`src/rtl/jtsdram_slot.sv`:
```
// jtsdram_slot: one-request slot between a bank tester and the shared SDRAM
// controller port. Latches a tester request, handshakes it to the controller,
// assembles two 16-bit read beats into a 32-bit word, and returns it with an
// ack/rdy pair. A cycle counter drives a sticky timeout and a worst-case
// latency record for the debug overlay.
module jtsdram_slot #(
    parameter int TOUT = 255,
    parameter int AW   = 22
) (
    input  logic          clk,
    input  logic          rst,
    input  logic          rd,
    input  logic          wr,
    input  logic [AW-1:0] addr,
    input  logic [15:0]   din,
    output logic          ack,
    output logic          rdy,
    output logic [31:0]   data_read,
    output logic          sdram_req,
    output logic          sdram_rnw,
    output logic [AW-1:0] sdram_addr,
    output logic [15:0]   sdram_din,
    input  logic          sdram_ack,
    input  logic          sdram_dst,
    input  logic          sdram_rdy,
    input  logic [15:0]   sdram_dout,
    output logic          busy,
    output logic          timeout,
    output logic [7:0]    lat_max
);

    typedef enum logic [1:0] {IDLE, REQ, WAIT} state_t;

    localparam logic [7:0] TOUT8 = 8'(TOUT);

    state_t        state_q, state_d;
    logic          ack_q, ack_d;
    logic          rdy_q, rdy_d;
    logic [31:0]   data_read_q, data_read_d;
    logic          req_q, req_d;
    logic          rnw_q, rnw_d;
    logic [AW-1:0] addr_q, addr_d;
    logic [15:0]   din_q, din_d;
    logic          busy_q, busy_d;
    logic          timeout_q, timeout_d;
    logic [7:0]    lat_max_q, lat_max_d;
    logic [7:0]    cnt_q, cnt_d;
    logic [1:0]    beat_q, beat_d;
    logic [7:0]    cnt_inc;

    // Next-state logic: request latch, controller handshake, beat capture,
    // completion/timeout and latency tracking.
    always_comb begin
        state_d     = state_q;
        ack_d       = 1'b0;
        rdy_d       = 1'b0;
        data_read_d = data_read_q;
        req_d       = req_q;
        rnw_d       = rnw_q;
        addr_d      = addr_q;
        din_d       = din_q;
        timeout_d   = timeout_q;
        lat_max_d   = lat_max_q;
        cnt_d       = cnt_q;
        beat_d      = beat_q;
        // Saturating increment; also equals counter+1 for the latency record.
        cnt_inc     = (cnt_q == 8'hFF) ? cnt_q : cnt_q + 8'd1;

        unique case (state_q)
            IDLE: begin
                if (rd || wr) begin
                    addr_d  = addr;
                    din_d   = din;
                    rnw_d   = rd;
                    beat_d  = 2'd0;
                    cnt_d   = 8'd0;
                    req_d   = 1'b1;
                    state_d = REQ;
                end
            end
            REQ: begin
                cnt_d = cnt_inc;
                if (cnt_q == TOUT8) begin
                    // Controller never accepted: give up without an ack.
                    req_d     = 1'b0;
                    timeout_d = 1'b1;
                    rdy_d     = 1'b1;
                    lat_max_d = (cnt_inc > lat_max_q) ? cnt_inc : lat_max_q;
                    state_d   = IDLE;
                end else if (sdram_ack) begin
                    req_d   = 1'b0;
                    ack_d   = 1'b1;
                    state_d = WAIT;
                end
            end
            WAIT: begin
                cnt_d = cnt_inc;
                // Only the first two read beats land; extras are dropped.
                if (rnw_q && sdram_dst && beat_q < 2'd2) begin
                    if (beat_q == 2'd0) data_read_d[15:0]  = sdram_dout;
                    else                data_read_d[31:16] = sdram_dout;
                    beat_d = beat_q + 2'd1;
                end
                if (cnt_q == TOUT8 || sdram_rdy) begin
                    if (cnt_q == TOUT8) timeout_d = 1'b1;
                    req_d     = 1'b0;
                    rdy_d     = 1'b1;
                    lat_max_d = (cnt_inc > lat_max_q) ? cnt_inc : lat_max_q;
                    state_d   = IDLE;
                end
            end
            default: begin
                req_d   = 1'b0;
                state_d = IDLE;
            end
        endcase

        busy_d = (state_d != IDLE);
    end

    // State and registered outputs, synchronous reset.
    always_ff @(posedge clk) begin
        if (rst) begin
            state_q     <= IDLE;
            ack_q       <= 1'b0;
            rdy_q       <= 1'b0;
            data_read_q <= 32'd0;
            req_q       <= 1'b0;
            rnw_q       <= 1'b1;
            addr_q      <= '0;
            din_q       <= 16'd0;
            busy_q      <= 1'b0;
            timeout_q   <= 1'b0;
            lat_max_q   <= 8'd0;
            cnt_q       <= 8'd0;
            beat_q      <= 2'd0;
        end else begin
            state_q     <= state_d;
            ack_q       <= ack_d;
            rdy_q       <= rdy_d;
            data_read_q <= data_read_d;
            req_q       <= req_d;
            rnw_q       <= rnw_d;
            addr_q      <= addr_d;
            din_q       <= din_d;
            busy_q      <= busy_d;
            timeout_q   <= timeout_d;
            lat_max_q   <= lat_max_d;
            cnt_q       <= cnt_d;
            beat_q      <= beat_d;
        end
    end

    assign ack        = ack_q;
    assign rdy        = rdy_q;
    assign data_read  = data_read_q;
    assign sdram_req  = req_q;
    assign sdram_rnw  = rnw_q;
    assign sdram_addr = addr_q;
    assign sdram_din  = din_q;
    assign busy       = busy_q;
    assign timeout    = timeout_q;
    assign lat_max    = lat_max_q;

endmodule

```
`config.mk`:
```
export PLATFORM = sky130hd
export DESIGN_NAME = jtsdram_slot
export DESIGN_NICKNAME = d
export VERILOG_FILES = /design/src/rtl/jtsdram_slot.sv
export SDC_FILE = /design/constraint.sdc
export NUM_CORES = 1
export LEC_CHECK = 0
export CORE_MARGIN = 1
export CORE_UTILIZATION = 50
export DETAILED_ROUTE_END_ITERATION = 12
export DONT_BUFFER_PORTS = 1
export GPL_TIMING_DRIVEN = 0
export PLACE_DENSITY = 0.72
export SLEW_MARGIN = 20
export SYNTH_ARGS = -nofsm -noshare
export SYNTH_HDL_FRONTEND = slang
export SYNTH_SLANG_ARGS = --single-unit
```
`constraint.sdc`:
```
create_clock -name clk -period 3.5 [get_ports clk]
set_clock_uncertainty 0.1 [all_clocks]
set_input_delay 0.35 -clock clk [delete_from_list [all_inputs] [get_ports clk]]
set_output_delay 0.35 -clock clk [all_outputs]
set_load 0.005 [all_outputs]
```
======== After elaboration in Yosys (flattened, before gate mapping) ========
Index checks and enable logic that the tools add are counted.
word-level totals
  register bits after elaboration ......... 96
  input port bits ......................... 61
  output and inout bits ................... 84
  logic and storage cells ................. 75
operators by class
  add/subtract/negate cells ............... 2
  equality and inequality tests ........... 8
  reductions and logical operators ........ 20
  bitwise gates (word level) .............. 2
  magnitude comparators ................... 2
  muxes and demuxes ....................... 27
operator list
  operator                                        count
  two-way mux 8 bit                               5
  case mux 8 bit (2 select lines)                 2
  AND reduction 3 bit                             5
  two-way mux 2 bit                               6
  two-way mux 1 bit                               9
  adder 8 x 1 -> 8 bit (second input constant)    1
  == test 8 bit (second input constant)           1
  > comparator 8 bit                              1
  inequality test 2 bit (second input constant)   4
  nonzero test 2 bit                              4
  case mux 2 bit (3 select lines)                 1
  AND reduction 2 bit                             3
  logical NOT 2 bit                               2
  case mux 1 bit (2 select lines)                 2
  case mux 2 bit (2 select lines)                 1
  inequality test 3 bit (second input constant)   1
  case mux 1 bit (3 select lines)                 1
  OR reduction 3 bit                              1
  adder 2 x 1 -> 2 bit (second input constant)    1
  == test 2 x 1 -> 1 bit (second input constant)  1
  == test 2 bit (second input constant)           1
  logical AND 1 bit                               2
  logical OR 1 bit                                2
  < comparator 2 bit (second input constant)      1
  2 further kinds                                 3

======== Logic depth before layout (Yosys ltp) ========
  word-level depth ........................ 6
  depth in mapped cells ................... 11
  depth with buffers taken out ............ 10

======== Worst setup path before layout ========
OpenSTA, ideal clock, no wires.
  kind .................................... reg-to-reg
  start ................................... register cnt_q[0]
  end ..................................... register lat_max_q[0], in the netlist lat_max[0]
  setup slack ............................. 0.511 ns
  library setup time ...................... 0.121 ns
  cell stages (with the launch flop) ...... 12
  path buffers ............................ 1
  data required time ...................... 3.279 ns
  arrival ................................. 2.768 ns
  clock period less this slack ............ 2.989 ns
  path through ............................ dfxtp_1 > ha_1 > nand4_4 > or2_1 > buf_6 > mux2_4 > ha_1 > nor2b_1 > o211ai_1 > a21o_1 > a21oi_4 > mux2_4
on the way
  cells in the longest elaborated chain, start to end .. 6
  elaborated cells between the ends (all ways) .. 12
ends and longest elaborated chain
  element                                                       line     source
  from (decl)                                                   47       logic [7:0] cnt_q, cnt_d;
  from (signal assigned)                                        149      cnt_q <= cnt_d;
  adder 8 x 1 -> 8 bit / == test 8 bit (equally long branches)  67       cnt_inc = (cnt_q == 8'hFF) ? cnt_q : cnt_q + 8'd1;
  two-way mux 8 bit (*)                                         67
  named net cnt_inc[1]                                          49       logic [7:0] cnt_inc;
  > comparator 8 bit (*)                                        88, 108
  two-way mux 8 bit (*)                                         88, 108
  two-way mux 8 bit, on equally long branches                   104, 83
  case mux 8 bit (2 select lines) (*)                           69       unique case (state_q)
  to (signal assigned)                                          148      lat_max_q <= lat_max_d;
  to (decl)                                                     46       logic [7:0] lat_max_q, lat_max_d;
The timed path passes the listed nets; every way through them passes the cells marked *. The select of a mux whose other input is x is not followed.
A chain may end at the register's enable or synchronous reset.

======== Worst setup path after layout ========
Same ends and word-level chain as after synthesis.

==> flow_summary.ini <==
[timing]
worstMarginPinSlew_ps = 541
hold_violations = 0
fin_hold_ws_ps = 8.02
final.setup.worst_slack_ps = 190
fin_crit_ps = 3310
slew_violations = 0
max_freq_ghz = 0.302
setup_viol = 0
setup_tns_ps = 0
rsz0062_at_grt = no
fin_crit_sh = 0.946
slew_headroom = 0.638

[synthesis]
synth_top_family_by_area = simple AND/OR/NAND/NOR gates
synth_xor_area_frac = 0.00635
ys_ff_latch = 96
ys_seq_area_frac = 0.488
synthMuxAreaShare = 0.0257
synth_compound_area_frac = 0.166
syn_area_mm2 = 0.00394
synthTopCellsByCount = 160 x nand2_1, 96 x dfxtp_1, 81 x a21oi_1
async_reset_ff_frac = 0
syn_nets = 556
yosys_warnings = 0
synth_area_leaders = dfxtp_1 49%, nand2_1 15%, a21oi_1 10%
synth.most_common_cell = nand2_1
synth_top_area_cell = dfxtp_1
synth_flop_cell = dfxtp_1
synthDominantCellAreaShare = 0.488
yosys.area_share.adder = 0.0445
syn-instance-count = 481
syn-mean-instance-area_um2 = 8.19
synth_edf_count = 0
synth_cell_types = 49
synth-simple-area-share = 0.223

[route]
wl_mm = 9.12
dr.pass1.iters = 4
drc_errors = 0
vias = 3342
drt-wirelength-per-cell_um = 15.0
vias_per_cell = 5.50
ant_nets = 0
first_iter_violations = 92

[setup_path]
critPathLaunchType = flop
critical_path_required_ps = 3660
crit_type = reg2reg
critPathCaptureType = flop
worst_ep_arrival_time_ps = 3470
rrSetupSlack_ps = 190
worstPathMaxFanout = 8

[final_layout]
stdcell_count = 608
fin_nets = 576
area_delta_synth_final_pct = 10.7
drive_above_1_share = 0.0751
nFillCells = 711
antenna_cells = 0

[clocking]
cts_htree_levels = 3
clock-root-buffer = clkbuf_8
clk_latency_ps = 360
tritoncts = built
cts_sinks = 96
cts-root-to-sink-buffers = 2
clk_pin_slew_worst_paths_ps = 100
post_cts_resized = 0
cts_inserted_buffers = 9

[global_route]
grt_max_degree = 18
grt_pass1_vias = 3152
grt_antenna_before_repair = 0
grt_use_total = 0.219
grt-ovfl-total = 0
grt_pass1_wl_mm = 14.6

[run]
max_cap_violations = 0

[floorplanning]
die_area_mm2 = 0.00824
pin_count = 145
die_y_um = 90.8
row_count = 32
design.core.area_mm2 = 0.00769
start_util = 0.513
die_w_um = 90.8

[placed_design]
placed_cells = 583
dp_worst_setup_slack_ps = 242
gp_congestion = 0.849
dpl.hpwl_mm = 6.65
portBuffers = 0

[power]
leakage_nw = 1.61
vdd_drop_max_v = 0.000264
cellPowerDensity_mw_per_mm2 = 565

[worst_hold_path]
hp-class = in2reg

[run_status]
status = finished clean
cell usage in the layout, fill, tap and decap left out, drive strengths merged, types with 7 or more instances in the layout:
cell / count
a22oi: 8
buf: 7
ha: 14
inv: 17
clkbuf: 31
nand2: 160
dfxtp: 96
nor2: 15
a21oi: 82
dlygate4sd3: 9
power breakdown:
group	total, W	leakage [nW]	internal [W]	switching, W
clock	0.000746	0.0982	0.000339	0.000407
combinational	0.000453	0.728	0.000176	0.000277
sequential	0.00126	0.783	0.00119	0.0000780
per-layer routing:
layer  global-route usage  part of all wire  wire [um]
met1                0.254              0.41       3770
met5                    0                 0          0
met2                0.378              0.49       4460
met4               0.0913             0.020        180
met3               0.0614             0.078        712
metrics by stage:
| step | util | area (um^2) | power [W] |
|---|---|---|---|
| after detailed placement | 0.529 | 4070 | 0.00173 |
| after CTS | 0.566 | 4350 | 0.00248 |
| final | 0.567 | 4360 | 0.00246 |
| after floorplan | - | 3940 | 0.00163 |
| after global routing | 0.567 | 4360 | 0.00258 |
| after global placement | 0.529 | 4070 | 0.00171 |
registers in the layout (all words and copies together) (netlist names):
name        cells
sdram_addr     22
rdy             1
state_q         2
beat_q          2
sdram_req       1
busy            1
ack             1
lat_max         8
data_read      32
sdram_rnw       1
sdram_din      16
timeout         1
cnt_q           8
cells by family after synthesis:
| logic type | count (synthesis) |
|---|---|
| adders and majority gates | 14 |
| buffers and inverters | 43 |
| muxes | 9 |
| AOI/OAI and AO/OA | 112 |
| DFF | 96 |
| xor gates and xnor gates | 2 |
| and+or+nand+nor | 205 |
path summary, 6_finish.rpt:
kind / startpoint / endpoint / depth (start not counted)
worst min-delay path: din[3] / sdram_din[3]$_SDFFE_PP0P_ / 2
worst min register to register: sdram_addr[20]$_SDFFE_PP0P_ / sdram_addr[20]$_SDFFE_PP0P_ / 2
worst max register to register: cnt_q[0]$_SDFFE_PP0P_ / lat_max[0]$_SDFFE_PP0P_ / 11
worst max-delay path: cnt_q[0]$_SDFFE_PP0P_ / lat_max[0]$_SDFFE_PP0P_ / 11
cell type report:
class	count	area, um^2	area share
sequential	96	1920	0.441
tap	102	128	0.0293
multi-input combinational	342	1830	0.421
buffer	29	131	0.0301
timing repair buffer	9	90.1	0.0207
clock buffer	9	124	0.0284
inverter	14	52.6	0.0121
clock inverter	7	78.8	0.0181
worst max-delay path, cell delays in order, from the launching register on:
cell and delay (ps):
dfxtp_1 480, ha_1 300, nand4_4 170, or2_1 280
buf_6 140, mux2_4 320, ha_1 290, nor2b_1 170
o211ai_1 100, a21o_1 200, a21oi_4 320, mux2_4 330
timing repair:
action,in CTS,in global routing
hold buffers,8,1
endpoints found under the hold margin,8,1
buffers inserted,0,0
No activity file was read; power rests on OpenSTA's default activity.
